**config.mk**
```make
export PLATFORM = sky130hd
export DESIGN_NAME = regfft_seq
export DESIGN_NICKNAME = d
export VERILOG_FILES = /design/src/rtl/regfft_seq.sv
export SDC_FILE = /design/constraint.sdc
export NUM_CORES = 1
export LEC_CHECK = 0
export BUFFER_PORTS_ARGS = -buffer_cell sky130_fd_sc_hd__buf_2
export CAP_MARGIN = 20
export CORE_UTILIZATION = 42
export CTS_BUF_LIST = sky130_fd_sc_hd__clkbuf_4
export DETAILED_ROUTE_END_ITERATION = 7
export PLACE_DENSITY = 0.89
export SLEW_MARGIN = 10
export SYNTH_ARGS = -nofsm -noshare
export SYNTH_HDL_FRONTEND = slang
export SYNTH_SLANG_ARGS = --single-unit
```
**constraint.sdc**
```tcl
create_clock -name clk -period 5.5 [get_ports clk]
set_clock_uncertainty 0.15 [all_clocks]
set_input_delay 1.65 -clock clk [delete_from_list [all_inputs] [get_ports clk]]
set_output_delay 1.65 -clock clk [all_outputs]
set_load 0.1 [all_outputs]
```
**src/rtl/regfft_seq.sv**
```systemverilog
// regfft_seq: frame sequencer for the 64-word FFT register memory.
// Writes one frame of input words in natural order, then reads it back in
// bit-reversed (or natural) order as an uninterrupted output burst.
module regfft_seq #(
    parameter int DW     = 38,
    parameter int AW     = 6,
    parameter int BITREV = 1
) (
    input  logic          clk,
    input  logic          reset,
    input  logic          in_valid,
    input  logic [DW-1:0] in_data,
    output logic          in_ready,
    input  logic          drain_en,
    output logic          out_valid,
    output logic [DW-1:0] out_data,
    output logic [AW-1:0] out_index,
    output logic          out_last,
    output logic [7:0]    frames_done,
    output logic          regfft_wren,
    output logic [AW-1:0] regfft_addr,
    output logic [DW-1:0] regfft_din,
    input  logic [DW-1:0] regfft_dout
);

    localparam logic [1:0]    S_FILL  = 2'd0;
    localparam logic [1:0]    S_FULL  = 2'd1;
    localparam logic [1:0]    S_DRAIN = 2'd2;
    localparam logic [AW-1:0] CNT_MAX = {AW{1'b1}};
    localparam logic [AW-1:0] CNT_ONE = {{(AW-1){1'b0}}, 1'b1};

    // Read-address mapping: bit-reversal of the output position, or identity.
    function automatic logic [AW-1:0] map_addr(input logic [AW-1:0] k);
        logic [AW-1:0] r;
        r = k;
        if (BITREV != 0) begin
            for (int i = 0; i < AW; i++) begin
                r[i] = k[AW-1-i];
            end
        end else begin
            r = k;
        end
        return r;
    endfunction

    logic [1:0]    state_q, state_d;
    logic [AW-1:0] wcnt_q, wcnt_d;
    logic [AW-1:0] rcnt_q, rcnt_d;
    logic [7:0]    frames_done_q, frames_done_d;
    logic          out_valid_q, out_valid_d;
    logic [AW-1:0] out_index_q, out_index_d;
    logic          out_last_q, out_last_d;
    logic          accept_s;

    // State and counter registers with synchronous reset; memory is untouched.
    always_ff @(posedge clk) begin
        if (reset) begin
            state_q       <= S_FILL;
            wcnt_q        <= {AW{1'b0}};
            rcnt_q        <= {AW{1'b0}};
            frames_done_q <= 8'd0;
            out_valid_q   <= 1'b0;
            out_index_q   <= {AW{1'b0}};
            out_last_q    <= 1'b0;
        end else begin
            state_q       <= state_d;
            wcnt_q        <= wcnt_d;
            rcnt_q        <= rcnt_d;
            frames_done_q <= frames_done_d;
            out_valid_q   <= out_valid_d;
            out_index_q   <= out_index_d;
            out_last_q    <= out_last_d;
        end
    end

    // Next-state, counter advance and read-side alignment (one cycle behind the read issue).
    always_comb begin
        state_d       = state_q;
        wcnt_d        = wcnt_q;
        rcnt_d        = rcnt_q;
        frames_done_d = frames_done_q;
        out_valid_d   = 1'b0;
        out_index_d   = out_index_q;
        out_last_d    = 1'b0;
        case (state_q)
            S_FILL: begin
                if (accept_s) begin
                    wcnt_d = wcnt_q + CNT_ONE;
                    if (wcnt_q == CNT_MAX) begin
                        state_d = S_FULL;
                    end else begin
                        state_d = S_FILL;
                    end
                end else begin
                    wcnt_d = wcnt_q;
                end
            end
            S_FULL: begin
                if (drain_en) begin
                    state_d = S_DRAIN;
                    rcnt_d  = {AW{1'b0}};
                end else begin
                    state_d = S_FULL;
                end
            end
            S_DRAIN: begin
                rcnt_d      = rcnt_q + CNT_ONE;
                out_valid_d = 1'b1;
                out_index_d = rcnt_q;
                if (rcnt_q == CNT_MAX) begin
                    out_last_d    = 1'b1;
                    state_d       = S_FILL;
                    frames_done_d = frames_done_q + 8'd1;
                end else begin
                    out_last_d = 1'b0;
                end
            end
            default: begin
                state_d = S_FILL;
                wcnt_d  = {AW{1'b0}};
                rcnt_d  = {AW{1'b0}};
            end
        endcase
    end

    // Memory-side outputs; reset forces handshake and write enable low immediately.
    always_comb begin
        in_ready    = 1'b0;
        regfft_addr = {AW{1'b0}};
        regfft_din  = in_data;
        case (state_q)
            S_FILL: begin
                in_ready    = ~reset;
                regfft_addr = wcnt_q;
            end
            S_FULL: begin
                in_ready    = 1'b0;
                regfft_addr = {AW{1'b0}};
            end
            S_DRAIN: begin
                in_ready    = 1'b0;
                regfft_addr = map_addr(rcnt_q);
            end
            default: begin
                in_ready    = 1'b0;
                regfft_addr = {AW{1'b0}};
            end
        endcase
        accept_s    = in_valid & in_ready;
        regfft_wren = accept_s;
    end

    assign out_valid   = out_valid_q;
    assign out_index   = out_index_q;
    assign out_last    = out_last_q;
    assign frames_done = frames_done_q;
    assign out_data    = regfft_dout;

endmodule

```
==> reports/results.ini, run 1 <==
[cts]
cts-root-buf = clkbuf_4
cts_setup_buffers = 0
clockBufferDepth = 2
path_clk_slew_ns = 0.08
cts.sinks = 30
htree_levels = 2
clock_latency_ns = 0.33
cts_tree = built
ctsResizeCount = 0
cts_made_buffers = 5
hold_buffers = 0

[yosys]
synth_top_area_share = 0.289
syn_nets = 334
synthArstFlopShare = 0
synth_edf_count = 0
synth_seq_cells = 30
synth.area.top_cells = dfxtp_1, buf_4, nor2_1
synth_largest_area_cell = dfxtp_1
yosysSeqAreaShare = 0.289
syn-cell-area_um2 = 2080
postSynthCellCount = 248
yosysWarnings = 0
synth_most_common_cell = buf_4
synth-main-ff-cell = dfxtp_1
ys_types = 36
ys_top_cells_by_count = buf_4, dfxtp_1, nor2_1
syn_avg_cell_area_um2 = 8.37

[global_route]
grt_pass1_wl_mm = 5.61
grt_overflow = 0
grt_pass1_vias = 1284
grt_usage = 0.137
antenna_found_initial = 0
grt_max_degree = 34

[route]
wire_per_inst_um = 13.3
vias = 1376
firstDrtPassIters = 5
postRouteAntennaNets = 0
finalWirelength_mm = 3.52
drtIter0Drc = 47
viasPerCell = 5.21
drc = 0

[finish]
nFillCells = 492
layout-drive-gt1-share = 0.208
multi_input_area_um2 = 851
regArea_um2 = 601
n_antenna_cell = 0
post-route-util = 0.365
final_nets = 284
final_cell_area_um2 = 1730
final_cells = 264
syn_to_final_growth_pct = -16.5

[floorplan]
die-area_um2 = 5230
die_h_um = 72.3
start_util = 0.437
core_um2 = 4750
ios = 180
rows = 25
die_x_um = 72.3

[timing]
fin_setup_tns_ns = 0
hold_violations = 0
fmax_ghz = 0.224
worst_slack_ns = 1.04
tightest_slew_ns = 0.829
drv_slew = 0
setup_viol = 0
post-route-period-util = 0.811
min_period_ns = 4.46
relSlewSlack = 0.448
rsz0062_at_grt = false
whs_ns = 0.325

[setup_path]
r2r-start = state_q[0]$_SDFFE_PP0P_
rr_worst_depth = 6
rr_endpoint = frames_done[5]$_SDFFE_PP0P_
criticalPathCategory = in2out
worst-path-max-fanout = 33
end_kind = primary output
path_cells = buf_2, nor2b_2, and2_1, buf_2
cpMaxStageDelayCell = buf_2
cp_slowest_stage_delay_ns = 0.41
worstPathArrival_ns = 2.66
worstPathRequired_ns = 3.70
critPathMostFrequentCell = buf_2
r2r_slack_ns = 2.98
cp-start-kind = primary input

[power]
finalPower_mw = 0.426
clkPwrFrac = 0.269
netSwitchingFraction = 0.325
seqPwrFrac = 0.530
p_per_area_nw_per_um2 = 246
comb_power_share = 0.201
ir_drop_mv = 0.123
power_leakage_nw = 0.700
p_int_mw = 0.288
p_switching_mw = 0.138

[worst_hold_path]
hp-start = out_index[5]$_SDFFE_PP0P_
min_delay_path_depth = 2
hold_path.class = reg2reg
min_to = out_index[5]$_SDFFE_PP0P_

[placement]
gp_congestion = 0.847
dpl_cell_area_um2 = 1690
placed_cells = 258
place_hpwl_mm = 2.52
pre_cts_slack_ns = 1.04
io_buffers = 27

[outcome]
outcome = completed

[flow_run]
maxCapViolations = 0

==> critical path: cells and delay by family <==
kind | cells | cell delay (ns)
simple gates | 2 | 0.31
buf+inv | 2 | 0.69
==> state kept, by name (all words and copies together), names as in the netlist <==
name,count
rcnt_q,6
wcnt_q,6
frames_done,8
out_last,1
out_index,6
out_valid,1
state_q,2
==> power groups by stage <==
| stage | clock, mW | sequential, mW | combinational, mW |
|---|---|---|---|
| after floorplan | 0 | 0.231 | 0.332 |
| after global placement | 0 | 0.230 | 0.0834 |
| after detailed placement | 0 | 0.231 | 0.0851 |
| after CTS | 0.119 | 0.226 | 0.0854 |
| after global routing | 0.132 | 0.227 | 0.0930 |
| final | 0.115 | 0.226 | 0.0858 |
==> layout make-up <==
class / count / share of cell area
Clock buffer: 5 / 0.0216
Clock inverter: 1 / 0.00216
Inverter: 6 / 0.0130
Multi-Input combinational cell: 128 / 0.491
Sequential cell: 30 / 0.346
Tap cell: 67 / 0.0483
Timing Repair Buffer: 27 / 0.0779
==> worst max-delay path by stage <==
| stage | startpoint | to | slack (ns) | cells past startpoint |
|---|---|---|---|---|
| 2_1_floorplan | reset | regfft_wren | 0.16 | 3 |
| 3_3_place_gp | reset | regfft_wren | 1.07 | 4 |
| 3_5_place_dp | reset | regfft_wren | 1.04 | 4 |
| 4_1_cts | reset | regfft_wren | 1.03 | 4 |
| 5_1_grt | reset | regfft_wren | 0.95 | 4 |
| 6_report | reset | regfft_wren | 1.04 | 4 |
==> placed cells by master (no fill, tap or decap), drive strengths merged <==
| cell type | count |
|---|---|
| clkinv | 1 |
| or2 | 1 |
| nor2b | 8 |
| xnor2 | 7 |
| ha | 6 |
| a21oi | 11 |
| and4 | 1 |
| o21bai | 1 |
| inv | 6 |
| o21ai | 5 |
| mux2i | 7 |
| a22o | 5 |
| clkbuf | 5 |
| nor2 | 24 |
| nor3 | 6 |
| a31o | 1 |
| nand4b | 1 |
| a2111oi | 3 |
| a211oi | 2 |
| or4 | 1 |
| dfxtp | 30 |
| a221oi | 1 |
| nand2b | 6 |
| mux2 | 3 |
| nand3 | 8 |
| and2b | 1 |
| nand2 | 10 |
| o21a | 1 |
| and2 | 3 |
| nand4 | 4 |
| buf | 27 |
| a311oi | 1 |
==> layer usage <==
| metal | vias to the layer above | global-route usage | routed length, um |
|---|---|---|---|
| met5 | - | 0 | 0 |
| met4 | 0 | 0.0806 | 70 |
| met3 | 12 | 0.0556 | 334 |
| met2 | 70 | 0.218 | 1560 |
| met1 | 642 | 0.154 | 1550 |
| li1 | 652 | - | - |
==> cells by family (layout without fill, tap and decap cells) <==
kind of cell	Yosys count	count (layout)	synth area share
buf+inv	90	39	0.302
simple gates	74	74	0.193
compound gates	31	31	0.0994
flops	30	30	0.289
mux	10	10	0.0500
xor+xnor	7	7	0.0295
fa+ha+maj	6	6	0.0361
(Power assumes the default switching activity.)
==> run 2: changes to the inputs <==
- CORE_UTILIZATION: 42 -> 36
- PLACE_DENSITY: 0.89 -> 0.81
- clock period: 5.5 -> 4 ns (I/O delays scaled with it)
==> run 2 against run 1 <==
Net effect: first-iteration DRC count shrank 64%; setup slack lost 0.36 ns; register-to-register slack lost 0.89 ns; global-route usage shrank 1.1 points; utilization shrank 4.3 points; clock power grew 50%; non-clock buffer count grew 3; sequential cell count is the same; sequential share of layout area shrank 0.92 points; wire length grew 3.6%; critical path depth is the same.
==> reports/results.ini, run 2 (synthesis results as in run 1) <==
[finish]
syn_to_final_growth_pct = -14.2
final_cells = 274
layout_commonest_cell = dfxtp_1
largest_register_ffs = 8
post-route-util = 0.322
nFillCells = 607
layout-drive-gt1-share = 0.233
n_antenna_cell = 0
final_cell_area_um2 = 1780
multi_input_area_um2 = 857
regArea_um2 = 601
final_nets = 287
final_cell_mix = dfxtp_1, buf_2, nor2_1

[power]
p_int_mw = 0.405
seqPwrFrac = 0.512
comb_power_share = 0.203
ir_drop_mv = 0.182
p_switching_mw = 0.201
p_per_area_nw_per_um2 = 340
netSwitchingFraction = 0.331
power_leakage_nw = 0.726
clkPwrFrac = 0.285

[route]
viasPerCell = 5.00
drtIter0Drc = 17
finalWirelength_mm = 3.64
firstDrtPassIters = 4
wire_per_inst_um = 13.3
postRouteAntennaNets = 0
vias = 1371
drc = 0

[cts]
ctsResizeCount = 0
htree_levels = 2
clock_latency_ns = 0.33
cts.sinks = 30
cts-root-buf = clkbuf_4
hold_buffers = 0
cts_made_buffers = 5
cts_setup_buffers = 0
path_clk_slew_ns = 0.09
cts_tree = built
clockBufferDepth = 2

[flow_run]
maxCapViolations = 0

[setup_path]
worst-path-max-fanout = 2
cpMaxStageDelayCell = buf_2
criticalPathCategory = in2out
path_cells = buf_2, nor2b_4, and2_2, buf_2
cp_slowest_stage_delay_ns = 0.41
worstPathArrival_ns = 1.97
cp-start-kind = primary input
worstPathRequired_ns = 2.65
crit_family = buffers and inverters
critPathMostFrequentCell = buf_2
crit_buf_inv = 2
end_kind = primary output

[timing]
tightest_slew_ns = 0.488
rsz0062_at_grt = false
post-route-period-util = 0.829
relSlewSlack = 0.666
min_period_ns = 3.32
fmax_ghz = 0.302
drv_slew = 0
fin_setup_tns_ns = 0
setup_viol = 0
hold_violations = 0

[global_route]
grt_usage = 0.125
grt_pass1_wl_mm = 5.91
grt_pass1_vias = 1325
grt_overflow = 0
antenna_found_initial = 0
grt_max_degree = 33

[placement]
place_hpwl_mm = 2.62
dpl_cell_area_um2 = 1730
gp_congestion = 0.770
placed_cells = 266
io_buffers = 27

[floorplan]
rows = 27
start_util = 0.375
ios = 180
die-area_um2 = 6080
die_x_um = 78.0
die_h_um = 78.0
core_um2 = 5540

[outcome]
outcome = completed

[worst_hold_path]
hold_path.class = reg2reg

## run 2: cell type report
class,instances,area share
multi-input cells,128,0.481
flip-flops and latches,30,0.337
repair buffers,30,0.0885
well taps,72,0.0506
clock buffers,5,0.0211
inverters,6,0.0126
clock inverters,3,0.00913
## run 2: worst reg2reg max path, cell delays in order, from the launching register on
cell      delay [ns]
dfxtp_1         0.44
ha_1            0.30
nand4_4         0.20
a221oi_1        0.48
nand3_1         0.12
a21oi_1         0.15
## run 2: power by group through the flow
stage,Sequential [mW],Clock (mW),Combinational (mW)
6_report,0.310,0.173,0.123
5_1_grt,0.312,0.198,0.136
4_1_cts,0.311,0.183,0.125
3_5_place_dp,0.317,0,0.124
3_3_place_gp,0.317,0,0.122
2_1_floorplan,0.317,0,0.459
## run 2: worst paths after layout
check | to | from | slack, ns | cells after the start
min reg2reg | out_index[5]$_SDFFE_PP0P_ | out_index[5]$_SDFFE_PP0P_ | 0.33 | 2
max | regfft_wren | reset | 0.68 | 4
max reg2reg | state_q[1]$_SDFFE_PP0P_ | rcnt_q[0]$_SDFFE_PP0P_ | 2.09 | 5
min | out_index[5]$_SDFFE_PP0P_ | out_index[5]$_SDFFE_PP0P_ | 0.33 | 2
## run 2: layer usage
metal,vias up,share of wire,routed length [um],track usage
met2,65,0.45,1650,0.201
met3,25,0.085,311,0.0459
li1,660,-,-,-
met5,-,0,0,0
met1,621,0.43,1550,0.137
met4,0,0.037,135,0.0889
## run 2: metrics by stage
stage          setup slack, ns  total power [mW]  hold slack, ns
3_5_place_dp             0.681             0.442           0.313
2_1_floorplan            0.139             0.776           0.313
4_1_cts                  0.680             0.618           0.328
5_1_grt                  0.648             0.646           0.347
6_report                 0.683             0.606           0.326
3_3_place_gp             0.685             0.439           0.308
==> run 3: changes to the inputs <==
- CORE_UTILIZATION: 36 -> 39
- PLACE_DENSITY: 0.81 -> 0.83
- clock period: 4 -> 3.07 ns (I/O delays scaled with it)
==> run 3 against run 2 <==
Net effect: utilization is 5.2 points higher; global-route usage grew 1.3 points; combinational power grew 51%; sequential power grew 30%; non-clock buffer count is 1 higher; die area shrank 7.5%; via count up 0.80%; setup slack worse by 0.51 ns; power increased by 36%; first-iteration DRC count grew 120%; clock power is 36% higher; critical path type is now reg2out; largest cell class unchanged; largest power group unchanged.
==> reports/results.ini, run 3 (synthesis results as in run 1) <==
[outcome]
outcome = completed

[route]
vias = 1382
finalWirelength_mm = 3.59
wire_per_inst_um = 13.2
drc = 0
drtIter0Drc = 38
firstDrtPassIters = 4
viasPerCell = 5.08
postRouteAntennaNets = 0

[placement]
placed_cells = 265
pre_cts_slack_ns = 0.464
gp_congestion = 0.885
io_buffers = 27
place_hpwl_mm = 2.57
dpl_cell_area_um2 = 1850

[floorplan]
rows = 26
start_util = 0.407
core_um2 = 5110
die_x_um = 75.0
die-area_um2 = 5620
ios = 180
die_h_um = 75.0

[cts]
cts.sinks = 30
cts-root-buf = clkbuf_4
path_clk_slew_ns = 0.10
cts_setup_buffers = 0
clockBufferDepth = 2
htree_levels = 2
ctsResizeCount = 0
clock_latency_ns = 0.33
cts_tree = built
cts_made_buffers = 5
hold_buffers = 0

[finish]
post-route-util = 0.373
syn_to_final_growth_pct = -8.19
nFillCells = 538
regArea_um2 = 601
final_cell_area_um2 = 1910
n_antenna_cell = 0
layout-drive-gt1-share = 0.238
final_cells = 272
final_nets = 288
final_cell_mix = dfxtp_1, nor2_1, buf_2
multi_input_area_um2 = 858
largest_register_ffs = 8
layout_commonest_cell = dfxtp_1

[worst_hold_path]
hp-start = out_index[5]$_SDFFE_PP0P_
min_delay_path_depth = 2
hold_path.class = reg2reg
min_to = out_index[5]$_SDFFE_PP0P_

[timing]
rsz0062_at_grt = false
drv_slew = 0
relSlewSlack = 0.608
fmax_ghz = 0.346
fin_setup_tns_ns = 0
min_period_ns = 2.89
whs_ns = 0.338
setup_viol = 0
post-route-period-util = 0.942
hold_violations = 0
worst_slack_ns = 0.177
tightest_slew_ns = 0.573

[power]
power_leakage_nw = 0.759
p_per_area_nw_per_um2 = 433
ir_drop_mv = 0.315
finalPower_mw = 0.825

[setup_path]
r2r-start = state_q[0]$_SDFFE_PP0P_
cp-start-kind = flop
crit_buf_inv = 3
crit_family = buffers and inverters
r2r_slack_ns = 0.99
end_kind = primary output
worst-path-max-fanout = 14
cp_slowest_stage_delay_ns = 0.45
worstPathArrival_ns = 1.82
path_cells = inv_1, ha_1, buf_4, a22o_1, buf_12
worstPathRequired_ns = 2.00
cpMaxStageDelayCell = ha_1
criticalPathCategory = reg2out
rr_worst_depth = 6
rr_endpoint = wcnt_q[4]$_SDFFE_PP0P_

[global_route]
grt_usage = 0.138
grt_pass1_vias = 1249
grt_pass1_wl_mm = 5.73
antenna_found_initial = 0
grt_overflow = 0
grt_max_degree = 33

[flow_run]
maxCapViolations = 0

run 3: cell count changes in the layout (fill, tap and decap cells not counted):
cell        change
buf_4           +1
clkinv_2        -1
and2_4          +1
clkinvlp_4      -1
buf_12          +8
clkbuf_4        +2
buf_2           -8
and2_2          -1
clkinv_1        -1
run 3: worst max path at each step:
stage / start / endpoint / slack, ns / cells after the start
floorplan: reset / regfft_wren / -0.02 / 3
global placement: reset / regfft_wren / 0.49 / 4
detailed placement: reset / wcnt_q[4]$_SDFFE_PP0P_ / 0.46 / 6
CTS: state_q[1]$_SDFFE_PP0P_ / regfft_addr[1] / 0.17 / 5
global route: state_q[1]$_SDFFE_PP0P_ / regfft_addr[0] / 0.04 / 6
finish: state_q[1]$_SDFFE_PP0P_ / regfft_addr[1] / 0.18 / 5
run 3: metal layers:
layer / global-route usage / wire length (um) / share of wire
met5: 0 / 0 / 0
met4: 0.0901 / 134 / 0.037
met3: 0.0857 / 332 / 0.093
met2: 0.198 / 1510 / 0.42
met1: 0.152 / 1610 / 0.45
run 3: power by group:
group / internal, mW / total (mW) / switching [mW] / leakage, nW
Sequential: 0.396 / 0.404 / 0.00751 / 0.242
Combinational: 0.0684 / 0.186 / 0.118 / 0.485
Clock: 0.104 / 0.235 / 0.131 / 0.0322
run 3: layout make-up:
| class | instances | share of cell area |
|---|---|---|
| clock buffers | 7 | 0.0276 |
| inverters | 6 | 0.0118 |
| multi-input cells | 128 | 0.450 |
| flip-flops and latches | 30 | 0.315 |
| well taps | 70 | 0.0459 |
| repair buffers | 31 | 0.150 |
run 3: tightest hold or removal path: stages, from the launching register on:
cell and delay [ns]:
dfxtp_1 0.32, nand2b_1 0.06, a21oi_1 0.06
